===== config.mk =====
export PLATFORM = sky130hd
export DESIGN_NAME = pattern_read_arbiter
export DESIGN_NICKNAME = d
export VERILOG_FILES = /design/src/rtl/pattern_read_arbiter.sv
export SDC_FILE = /design/constraint.sdc
export NUM_CORES = 1
export LEC_CHECK = 0
export ABC_AREA = 1
export BUFFER_PORTS_ARGS = -buffer_cell sky130_fd_sc_hd__buf_2
export CAP_MARGIN = 20
export CORE_MARGIN = 10
export CORE_UTILIZATION = 28
export CTS_BUF_LIST = sky130_fd_sc_hd__clkbuf_8
export DETAILED_ROUTE_END_ITERATION = 8
export GPL_TIMING_DRIVEN = 0
export PLACE_DENSITY = 0.9
export SLEW_MARGIN = 20
export SYNTH_ARGS = -nofsm -noshare
export SYNTH_HDL_FRONTEND = slang
export SYNTH_SLANG_ARGS = --single-unit

===== constraint.sdc =====
create_clock -name clock -period 1.4 [get_ports clock]
set_input_delay 0.14 -clock clock [delete_from_list [all_inputs] [get_ports clock]]
set_output_delay 0.14 -clock clock [all_outputs]
set_load 0.02 [all_outputs]

===== src/rtl/pattern_read_arbiter.sv =====
// Round-robin arbiter sharing one fixed-latency pattern-memory read port
// between PORTS requesters; a tag pipeline steers each returned word back
// to the requester that issued the read.
module pattern_read_arbiter #(
    parameter int unsigned PORTS   = 2,
    parameter int unsigned ADDR_W  = 13,
    parameter int unsigned DATA_W  = 32,
    parameter int unsigned LATENCY = 2
) (
    input  logic                    clock,
    input  logic                    reset,
    input  logic                    clear,
    input  logic [PORTS-1:0]        req,
    input  logic [PORTS*ADDR_W-1:0] req_addr,
    output logic [PORTS-1:0]        gnt,
    output logic [DATA_W-1:0]       rd_data,
    output logic [PORTS-1:0]        rd_avail,
    output logic [ADDR_W-1:0]       mem_addr,
    output logic                    mem_read,
    input  logic [DATA_W-1:0]       mem_data,
    output logic                    busy
);

    localparam int unsigned IDX_W = $clog2(PORTS);

    logic [IDX_W-1:0]   rr_ptr;
    logic [IDX_W-1:0]   gnt_idx;
    logic [IDX_W-1:0]   scan_idx;
    logic               grant_found;
    logic [ADDR_W-1:0]  port_addr [PORTS];
    logic [LATENCY-1:0] stage_valid;
    logic [IDX_W-1:0]   stage_idx [LATENCY];

    // Unpack the flat address bus into one entry per port.
    for (genvar p = 0; p < PORTS; p++) begin : g_addr
        assign port_addr[p] = req_addr[p*ADDR_W +: ADDR_W];
    end

    // Grant search from rr_ptr upward with wrap; clear suppresses every grant.
    always_comb begin
        gnt         = '0;
        gnt_idx     = '0;
        scan_idx    = '0;
        grant_found = 1'b0;
        for (int unsigned k = 0; k < PORTS; k++) begin
            scan_idx = IDX_W'((32'(rr_ptr) + k) % PORTS);
            if (!grant_found && !clear && req[scan_idx]) begin
                grant_found = 1'b1;
                gnt_idx     = scan_idx;
            end
        end
        if (grant_found) begin
            gnt[gnt_idx] = 1'b1;
        end
        mem_read = grant_found;
        mem_addr = grant_found ? port_addr[gnt_idx] : '0;
    end

    // Route the returning word to the port held in the final tag stage.
    always_comb begin
        rd_avail = '0;
        if (stage_valid[LATENCY-1] && !clear) begin
            rd_avail[stage_idx[LATENCY-1]] = 1'b1;
        end
        rd_data = mem_data;
        busy    = |stage_valid;
    end

    // Round-robin pointer and first tag stage; reset and clear both flush.
    always_ff @(posedge clock) begin
        if (reset || clear) begin
            rr_ptr         <= '0;
            stage_valid[0] <= 1'b0;
        end else begin
            if (grant_found) begin
                rr_ptr <= (gnt_idx == IDX_W'(PORTS - 1)) ? '0 : gnt_idx + IDX_W'(1);
            end
            stage_valid[0] <= grant_found;
        end
        stage_idx[0] <= gnt_idx;
    end

    // Remaining tag stages follow the memory pipeline one cycle each.
    for (genvar s = 1; s < LATENCY; s++) begin : g_stage
        always_ff @(posedge clock) begin
            if (reset || clear) begin
                stage_valid[s] <= 1'b0;
            end else begin
                stage_valid[s] <= stage_valid[s-1];
            end
            stage_idx[s] <= stage_idx[s-1];
        end
    end

endmodule

==> results.py, run 1 <==
metrics = {
    "clock_network": {
        "clkLatencyLatePin_ns": 0.21,
        "clkSinkCount": 5,
        "clk_path_buf_depth": 2,
        "cts_tree": "built",
        "cts-root-buf": "clkbuf_8",
        "cts_buffers": 3,
        "cts.clk_slew.worst_paths_ns": 0.03,
        "h-tree-depth": 1,
    },
    "placed_design": {
        "place_ws_ns": 0.09933,
        "dp_hpwl_mm": 2.521,
        "gp_congestion": 0.7954,
        "portBuffers": 81,
        "placed_area_um2": 1045,
    },
    "floorplanning": {
        "core_um2": 2002,
        "core.rowCount": 16,
        "die_y_um": 66.51,
        "die-area_um2": 4423,
        "die_x_um": 66.51,
        "initial_utilization_pct": 30.25,
        "ios": 114,
    },
    "critical_path": {
        "cp_data_arrival_time_ns": 1.27,
        "reg2reg_to": "rr_ptr$_SDFFE_PP0P_",
        "path_cells": "inv_2 > nand2_2 > nand2_4 > nand2_4 > inv_4 > buf_6 > nand2_1 > nand2_1 > buf_6",
        "slowest_delay_ns": 0.32,
        "cp-start-kind": "register",
        "r2r_slack_ns": 0.39,
        "worst-path-buf-inv": 4,
        "cp.required_ns": 1.26,
        "cp_max_fo": 5,
        "cp_top_family": "buffers and inverters",
        "r2r_start": "rr_ptr$_SDFFE_PP0P_",
        "path_class": "register to output port",
        "slowest_stage": "dfxtp_2",
        "cp-end-kind": "output port",
        "r2r_cells": 7,
    },
    "yosys": {
        "ys_top_cells_by_area": "buf_4 (41%), nand2_1 (27%), dfxtp_1 (17%), inv_1 (2.5%), nor2_1 (2.5%)",
        "synth_top_area_share_pct": 40.91,
        "ys_async_sr_fraction_pct": 0,
        "ys_types": 15,
        "synthTopCellsByCount": "nand2_1 (43), buf_4 (33), dfxtp_1 (5)",
        "synthesis.nets": 162,
        "synthMostInstantiatedCell": "nand2_1",
        "yosysWarnings": 0,
        "synth_ff_type": "dfxtp_1",
        "synth_edf_count": 0,
        "synth_area_um2": 605.6,
        "avgSynthCellArea_um2": 6.117,
        "ys_seq_elements": 5,
        "syn_inst": 99,
        "yosysTopAreaCell": "buf_4",
        "yosysSeqAreaShare_pct": 16.53,
    },
    "cells_and_area": {
        "antenna_cells": 0,
        "final_cell_area_um2": 1338,
        "fin_nets": 256,
        "synthToLayoutAreaGrowth_pct": 120.9,
        "fillers": 188,
        "drive_gt1_share_pct": 84.38,
    },
    "grt": {
        "grt_max_degree": 11,
        "grt_pass1_vias": 1008,
        "overflow": 0,
        "grt_first_pass_wirelength_mm": 4.146,
        "track_usage_pct": 11.68,
        "antenna_found_initial": 0,
    },
    "drt": {
        "ant_nets": 0,
        "vias": 927,
        "wl_mm": 3.369,
        "wl_per_cell_um": 15.38,
        "via_per_inst": 4.233,
        "drt-initial-drc-count": 17,
        "drc": 0,
        "firstDrtPassIters": 4,
    },
    "sta": {
        "fin_crit_ns": 1.413,
        "setup_viol": 2,
        "slew_headroom_pct": 84.81,
        "hold_violations": 0,
        "slew_violations": 0,
        "tightest_slew_ns": 0.2271,
        "timing.final.crit_share_pct": 100.9,
        "fin_ws_ns": -0.01253,
        "rsz0062_at_grt": "true",
        "clock.fmax_ghz": 0.7080,
        "worst_clock_skew_ns": 0.0009089,
    },
    "worst_hold_path": {
        "min_from": "reset",
        "whs_path_depth": 3,
        "hold_class": "primary input to register",
        "min_to": "rr_ptr$_SDFFE_PP0P_",
    },
    "job": {
        "drv_cap": 0,
    },
    "power_and_ir_drop": {
        "cellPowerDensity_nw_per_um2": 646.3,
        "leakage_nw": 0.8153,
        "vdd_drop_max_mv": 0.3963,
    },
    "run_status": {
        "status": "finished with violations",
        "violations": "negative setup slack",
    },
}
state kept, by name (all words and copies together), names as in the netlist:
name	count
rr_ptr	1
stage_idx	2
stage_valid	2
how the worst max path moves through the flow:
| stage | start | to | slack, ns | depth (start not counted) |
|---|---|---|---|---|
| global route | rr_ptr$_SDFFE_PP0P_ | mem_addr[9] | -0.09 | 9 |
| floorplan | rr_ptr$_SDFFE_PP0P_ | mem_addr[0] | 0.24 | 8 |
| global placement | rr_ptr$_SDFFE_PP0P_ | mem_addr[9] | 0.13 | 8 |
| detailed placement | rr_ptr$_SDFFE_PP0P_ | mem_addr[9] | 0.1 | 8 |
| finish | rr_ptr$_SDFFE_PP0P_ | mem_addr[1] | -0.01 | 9 |
| CTS | rr_ptr$_SDFFE_PP0P_ | mem_addr[3] | -0.003 | 9 |
through the flow:
step	std cells	utilization (%)	total power [mW]	setup TNS, ns	hold slack, ns
final	219	66.81	0.8645	-0.01900	0.1919
after CTS	215	57.75	0.8019	-0.008553	0.1911
after detailed placement	207	52.19	0.5209	0	0.3160
after global placement	207	52.19	0.5161	0	0.3108
after global routing	219	66.81	0.9150	-0.7863	0.2056
after floorplan	99	-	0.3861	0	0.2898
per-layer routing:
layer  up-vias  wire [um]  GRT usage [%]
met5         -          0              0
met4         0         65          3.927
met3         6        450          6.522
met2        59       1997          26.32
met1       412        856          6.754
li1        450          -              -
report_power, final:
| group | switching, mW | internal [mW] |
|---|---|---|
| Combinational | 0.239 | 0.225 |
| Clock | 0.0612 | 0.187 |
| Sequential | 0.00251 | 0.150 |
timing repair:
action / CTS / global route
setup buffers: 3 / 3
hold buffers: 0 / 0
pin swaps: 2 / 17
setup endpoints to repair: 9 / 14
cloned: 1 / 1
resized for setup: 15 / 52
worst min-delay path, cell delays in order:
cell	delay (ns)
buf_2	0.07
or2_2	0.11
a21oi_1	0.04
final cells by class:
class,count,area [um2],share of cell area (%)
Clock buffer,3,41.29,3.087
Inverter,5,21.27,1.590
Clock inverter,1,3.754,0.2806
Timing Repair Buffer,89,558.0,41.72
Multi-Input combinational cell,55,315.3,23.57
Tap cell,27,33.78,2.526
Sequential cell,5,101.3,7.577
Buffer,34,262.8,19.64
cell families after synthesis:
logic type	synth area share (%)
AOI/OAI and AO/OA	1.651
buffers and inverters	45.87
DFF	16.53
and+or+nand+nor	35.95
layout by cell type, fill, tap and decap left out, drive strengths merged:
cell | synthesis | final
buf | 34 | 123
nand2 | 44 | 44
nor2 | 6 | 6
inv | 5 | 6
dfxtp | 5 | 5
clkbuf | 0 | 3
nor3 | 1 | 1
and3 | 1 | 1
o21ai | 1 | 1
or2 | 1 | 1
a21oi | 1 | 1
(Power assumes the default switching activity.)
==> inputs of run 2 (changes only) <==
--- a/config.mk
+++ b/config.mk
@@ -8,7 +8,6 @@
 export ABC_AREA = 1
 export BUFFER_PORTS_ARGS = -buffer_cell sky130_fd_sc_hd__buf_2
 export CAP_MARGIN = 20
-export CORE_MARGIN = 10
 export CORE_UTILIZATION = 28
 export CTS_BUF_LIST = sky130_fd_sc_hd__clkbuf_8
 export DETAILED_ROUTE_END_ITERATION = 8
@@ -18,3 +17,4 @@
 export SYNTH_ARGS = -nofsm -noshare
 export SYNTH_HDL_FRONTEND = slang
 export SYNTH_SLANG_ARGS = --single-unit
+export TNS_END_PERCENT = 1
==> run 2 against run 1 <==
Net effect:
- the run now ends clean
- routed wire length down 39%
- combinational power down 5.4%
- non-clock buffer count up 1
- critical endpoint unchanged
- largest cell class unchanged
==> results.py, run 2 (synthesized netlist as in run 1, its figures left out) <==
metrics = {
    "clock_network": {
        "clk_path_buf_depth": 2,
        "h-tree-depth": 1,
        "hold_buffers": 0,
        "clkLatencyLatePin_ns": 0.22,
        "cts_tree": "built",
        "clkSinkCount": 5,
        "cts-root-buf": "clkbuf_8",
        "cts_buffers": 3,
        "cts.clk_slew.worst_paths_ns": 0.03,
    },
    "drt": {
        "via_per_inst": 4.055,
        "ant_nets": 0,
        "wl_mm": 2.052,
        "drc": 0,
        "drt-initial-drc-count": 2,
        "wl_per_cell_um": 9.327,
        "vias": 892,
        "firstDrtPassIters": 3,
    },
    "floorplanning": {
        "die-area_um2": 2353,
        "core.rowCount": 16,
        "initial_utilization_pct": 30.25,
        "ios": 114,
        "core_um2": 2002,
        "die_x_um": 48.51,
        "die_y_um": 48.51,
    },
    "cells_and_area": {
        "final_cell_area_um2": 1303,
        "antenna_cells": 0,
        "fillers": 194,
        "synthToLayoutAreaGrowth_pct": 115.1,
        "drive_gt1_share_pct": 78.24,
        "final_cell_mix": "buf_2 (68), buf_4 (40), nand2_1 (26)",
        "largest_registers": "stage_idx: 2 flops, stage_valid: 2 flops, rr_ptr: 1 flops",
        "final_util_pct": 65.06,
        "layout_commonest_cell": "buf_2",
        "fin_nets": 257,
    },
    "critical_path": {
        "cp-start-kind": "register",
        "worst-path-buf-inv": 3,
        "cpMostUsedCell": "nand2_2",
        "cp_data_arrival_time_ns": 1.23,
        "cp_top_family": "simple AND/OR/NAND/NOR gates",
        "cp-end-kind": "output port",
        "slowest_delay_ns": 0.32,
        "path_cells": "inv_2 > nand2_2 > nand2_4 > nor2_4 > buf_6 > nand2_2 > nand2_2 > buf_6",
        "cp_max_fo": 5,
        "cp.required_ns": 1.26,
        "slowest_stage": "dfxtp_2",
        "r2r_slack_ns": 0.41,
        "path_class": "register to output port",
    },
    "grt": {
        "grt_first_pass_wirelength_mm": 2.980,
        "grt_max_degree": 11,
        "overflow": 0,
        "track_usage_pct": 15.98,
        "antenna_found_initial": 0,
        "grt_pass1_vias": 723,
    },
    "placed_design": {
        "gp_congestion": 0.6687,
        "portBuffers": 81,
        "place_ws_ns": 0.1094,
        "placed_area_um2": 1045,
        "dp_hpwl_mm": 1.490,
    },
    "sta": {
        "timing.final.crit_share_pct": 97.64,
        "slew_headroom_pct": 87.20,
        "hold_violations": 0,
        "worst_clock_skew_ns": 0.002372,
        "slew_violations": 0,
        "rsz0062_at_grt": "true",
        "fin_crit_ns": 1.367,
        "tightest_slew_ns": 0.1913,
        "clock.fmax_ghz": 0.7316,
        "tns_ns": 0,
        "fin_ws_ns": 0.03305,
        "setup_viol": 0,
    },
    "job": {
        "drv_cap": 0,
    },
    "power_and_ir_drop": {
        "leakage_nw": 0.8080,
        "vdd_drop_max_mv": 0.6243,
        "finalPower_uw": 849.5,
        "cellPowerDensity_nw_per_um2": 652.2,
    },
    "worst_hold_path": {
        "hold_class": "primary input to register",
    },
    "run_status": {
        "status": "finished, final reports clean",
    },
}
## run 2: path summary, 6_finish.rpt
check,startpoint,end,cells past startpoint
min,reset,rr_ptr$_SDFFE_PP0P_,3
max,rr_ptr$_SDFFE_PP0P_,mem_addr[1],8
min reg2reg,stage_idx[0][0]$_DFF_P_,stage_idx[0][1]$_DFF_P_,0
max reg2reg,rr_ptr$_SDFFE_PP0P_,rr_ptr$_SDFFE_PP0P_,7
## run 2: final cells by class
type	instances	area, um2	area share [%]
Timing Repair Buffer	90	558.0	42.84
Multi-Input combinational cell	55	280.3	21.52
Buffer	34	262.8	20.17
Sequential cell	5	101.3	7.781
Clock buffer	3	41.29	3.170
Tap cell	27	33.78	2.594
Inverter	5	21.27	1.633
Clock inverter	1	3.754	0.2882
## run 2: metrics by stage
stage | cells | hold WS [ns]
3_3_place_gp | 207 | 0.3109
6_report | 220 | 0.2078
2_1_floorplan | 99 | 0.2898
4_1_cts | 216 | 0.2034
5_1_grt | 220 | 0.2125
3_5_place_dp | 207 | 0.3286
## run 2: worst register-to-register path, delay by kind of cell (launching register included)
family / cells / cell delay, ns
simple gates: 3 / 0.21
compound gates: 1 / 0.10
buf+inv: 3 / 0.30
flops: 1 / 0.31
## run 2: metal layers
layer  vias up  GRT usage, %  wire length [um]
li1        453             -                 -
met1       384         15.08               670
met2        53         33.57              1197
met3         2         2.516               168
met4         0         5.882                16
met5         -             0                 0
## run 2: power breakdown
group / total [mW] / switching (mW) / internal (mW)
combinational: 0.439 / 0.219 / 0.219
clock: 0.259 / 0.0711 / 0.188
sequential: 0.152 / 0.00239 / 0.150
total: 0.850 / 0.293 / 0.557
## run 2: timing repair
item                                    in CTS  in global routing
buffers inserted                             4                  3
endpoints found under the setup margin       9                 14
gates cloned                                 1                  1
pin swaps                                    3                 10
resized for setup                           17                 35
==> inputs of run 3 (changes only) <==
--- a/config.mk
+++ b/config.mk
@@ -13,6 +13,7 @@
 export DETAILED_ROUTE_END_ITERATION = 8
 export GPL_TIMING_DRIVEN = 0
 export PLACE_DENSITY = 0.9
+export RECOVER_POWER = 100
 export SLEW_MARGIN = 20
 export SYNTH_ARGS = -nofsm -noshare
 export SYNTH_HDL_FRONTEND = slang
==> run 3 against run 2 <==
Net effect:
- critical endpoint unchanged
- sequential power about the same
- non-clock buffer count unchanged
- final cell count unchanged
- first-iteration DRC count down 100%
- total power down 1.4%
- largest cell class unchanged
- die area unchanged
- register-to-register slack about the same
- combinational power down 3%
- setup slack about the same
==> results.py, run 3 (synthesized netlist as in run 1, its figures left out) <==
metrics = {
    "drt": {
        "firstDrtPassIters": 1,
        "wl_mm": 2.070,
        "via_per_inst": 4.027,
        "wl_per_cell_um": 9.409,
        "wl_met1_um": 687,
        "drt-initial-drc-count": 0,
        "dr_wl_met3_um": 166,
        "drc": 0,
        "routed.top_layer": "met4",
        "wl_met2_mm": 1.199,
        "vias": 886,
        "ant_nets": 0,
    },
    "clock_network": {
        "clkSinkCount": 5,
        "clkLatencyLatePin_ns": 0.22,
        "cts_tree": "built",
        "cts.clk_slew.worst_paths_ns": 0.03,
        "cts-root-buf": "clkbuf_8",
        "clk_path_buf_depth": 2,
        "hold_buffers": 0,
        "h-tree-depth": 1,
        "cts_buffers": 3,
    },
    "sta": {
        "tightest_slew_ns": 0.2686,
        "tns_ns": 0,
        "slew_headroom_pct": 82.17,
        "worst_clock_skew_ns": 0.002372,
        "slew_violations": 0,
        "whs_ns": 0.2078,
        "fin_crit_ns": 1.367,
        "setup_viol": 0,
        "rsz0062_at_grt": "true",
        "hold_violations": 0,
        "timing.final.crit_share_pct": 97.62,
        "clock.fmax_ghz": 0.7317,
    },
    "critical_path": {
        "r2r_slack_ns": 0.41,
        "path_cells": "inv_2 > nand2_2 > nand2_4 > nor2_4 > buf_6 > nand2_2 > nand2_2 > buf_6",
        "r2r_cells": 7,
        "cp_data_arrival_time_ns": 1.23,
        "cp-end-kind": "output port",
        "reg2reg_to": "rr_ptr$_SDFFE_PP0P_",
        "slowest_delay_ns": 0.32,
        "cpMostUsedCell": "nand2_2",
        "cp.required_ns": 1.26,
        "worst-path-buf-inv": 3,
        "slowest_stage": "dfxtp_2",
        "cp-start-kind": "register",
        "path_class": "register to output port",
        "cp_top_family": "simple AND/OR/NAND/NOR gates",
        "r2r_start": "rr_ptr$_SDFFE_PP0P_",
        "cp_max_fo": 5,
    },
    "grt": {
        "antenna_found_initial": 0,
        "overflow": 0,
        "track_usage_pct": 15.98,
        "grt_first_pass_wirelength_mm": 2.980,
        "grt_max_degree": 11,
        "grt_pass1_vias": 723,
    },
    "worst_hold_path": {
        "min_from": "reset",
        "whs_path_depth": 3,
        "min_to": "rr_ptr$_SDFFE_PP0P_",
        "hold_class": "primary input to register",
    },
    "cells_and_area": {
        "layout_commonest_cell": "buf_4",
        "synthToLayoutAreaGrowth_pct": 108.5,
        "antenna_cells": 0,
        "fin_nets": 257,
        "fillers": 208,
        "drive_gt1_share_pct": 61.66,
        "largest_registers": "stage_idx: 2 flops, stage_valid: 2 flops, rr_ptr: 1 flops",
        "final_cell_area_um2": 1262,
        "final_util_pct": 63.06,
        "final_cell_mix": "buf_4 (40), buf_2 (36), clkbuf_1 (32)",
    },
    "placed_design": {
        "gp_congestion": 0.6687,
        "placed_area_um2": 1045,
        "dp_hpwl_mm": 1.490,
        "portBuffers": 81,
    },
    "floorplanning": {
        "ios": 114,
        "die_y_um": 48.51,
        "die-area_um2": 2353,
        "initial_utilization_pct": 30.25,
        "die_x_um": 48.51,
        "core_um2": 2002,
        "core.rowCount": 16,
    },
    "run_status": {
        "status": "finished, final reports clean",
    },
    "power_and_ir_drop": {
        "vdd_drop_max_mv": 0.6131,
        "leakage_nw": 0.7199,
        "cellPowerDensity_nw_per_um2": 663.4,
        "finalPower_uw": 837.6,
    },
    "job": {
        "drv_cap": 0,
    },
}
==> run 3: cell types whose count changed in the layout (fill, tap and decap cells not counted) <==
cell | before | now
buf_2 | 68 | 36
clkbuf_1 | 0 | 32
==> run 3: layer usage <==
metal	global-route usage (%)	vias to the layer above
met3	2.516	2
li1	-	453
met2	33.57	53
met4	5.882	0
met1	15.08	378
met5	0	-
==> run 3: area by class of cell <==
cell class	count	area, um2	area share, %
timing repair buffer	90	518.0	41.03
multi-input combinational	55	280.3	22.20
buffer	34	262.8	20.81
sequential	5	101.3	8.028
clock buffer	3	41.29	3.271
tap	27	33.78	2.676
inverter	5	21.27	1.685
clock inverter	1	3.754	0.2973
==> run 3: worst max path at each step <==
stage,startpoint,endpoint,slack [ns],cells past startpoint
3_3_place_gp,rr_ptr$_SDFFE_PP0P_,mem_addr[5],0.12,8
6_report,rr_ptr$_SDFFE_PP0P_,mem_addr[1],0.03,8
4_1_cts,rr_ptr$_SDFFE_PP0P_,mem_addr[5],-0.009,9
2_1_floorplan,rr_ptr$_SDFFE_PP0P_,mem_addr[0],0.24,8
5_1_grt,rr_ptr$_SDFFE_PP0P_,mem_addr[1],-0.05,8
3_5_place_dp,rr_ptr$_SDFFE_PP0P_,mem_addr[5],0.11,8
==> run 3: metrics by stage <==
| step | instances | setup slack, ns |
|---|---|---|
| final | 220 | 0.03330 |
| after global routing | 220 | -0.04663 |
| after CTS | 216 | -0.008928 |
| after detailed placement | 207 | 0.1094 |
| after global placement | 207 | 0.1154 |
| after floorplan | 99 | 0.2414 |
==> run 3: repair_timing <==
item	in CTS	in global routing
gates cloned	1	1
buffers inserted	4	3
gates resized for setup	17	35
pin swaps	3	10
endpoints found under the setup margin	9	14
==> run 3: power by group <==
part / switching (mW) / internal [mW]
Combinational: 0.221 / 0.206
Sequential: 0.00239 / 0.150
Clock: 0.0710 / 0.188
==> run 3: tightest hold or removal path: stages <==
cell	delay, ns
buf_2	0.08
or2_2	0.12
a21oi_1	0.04
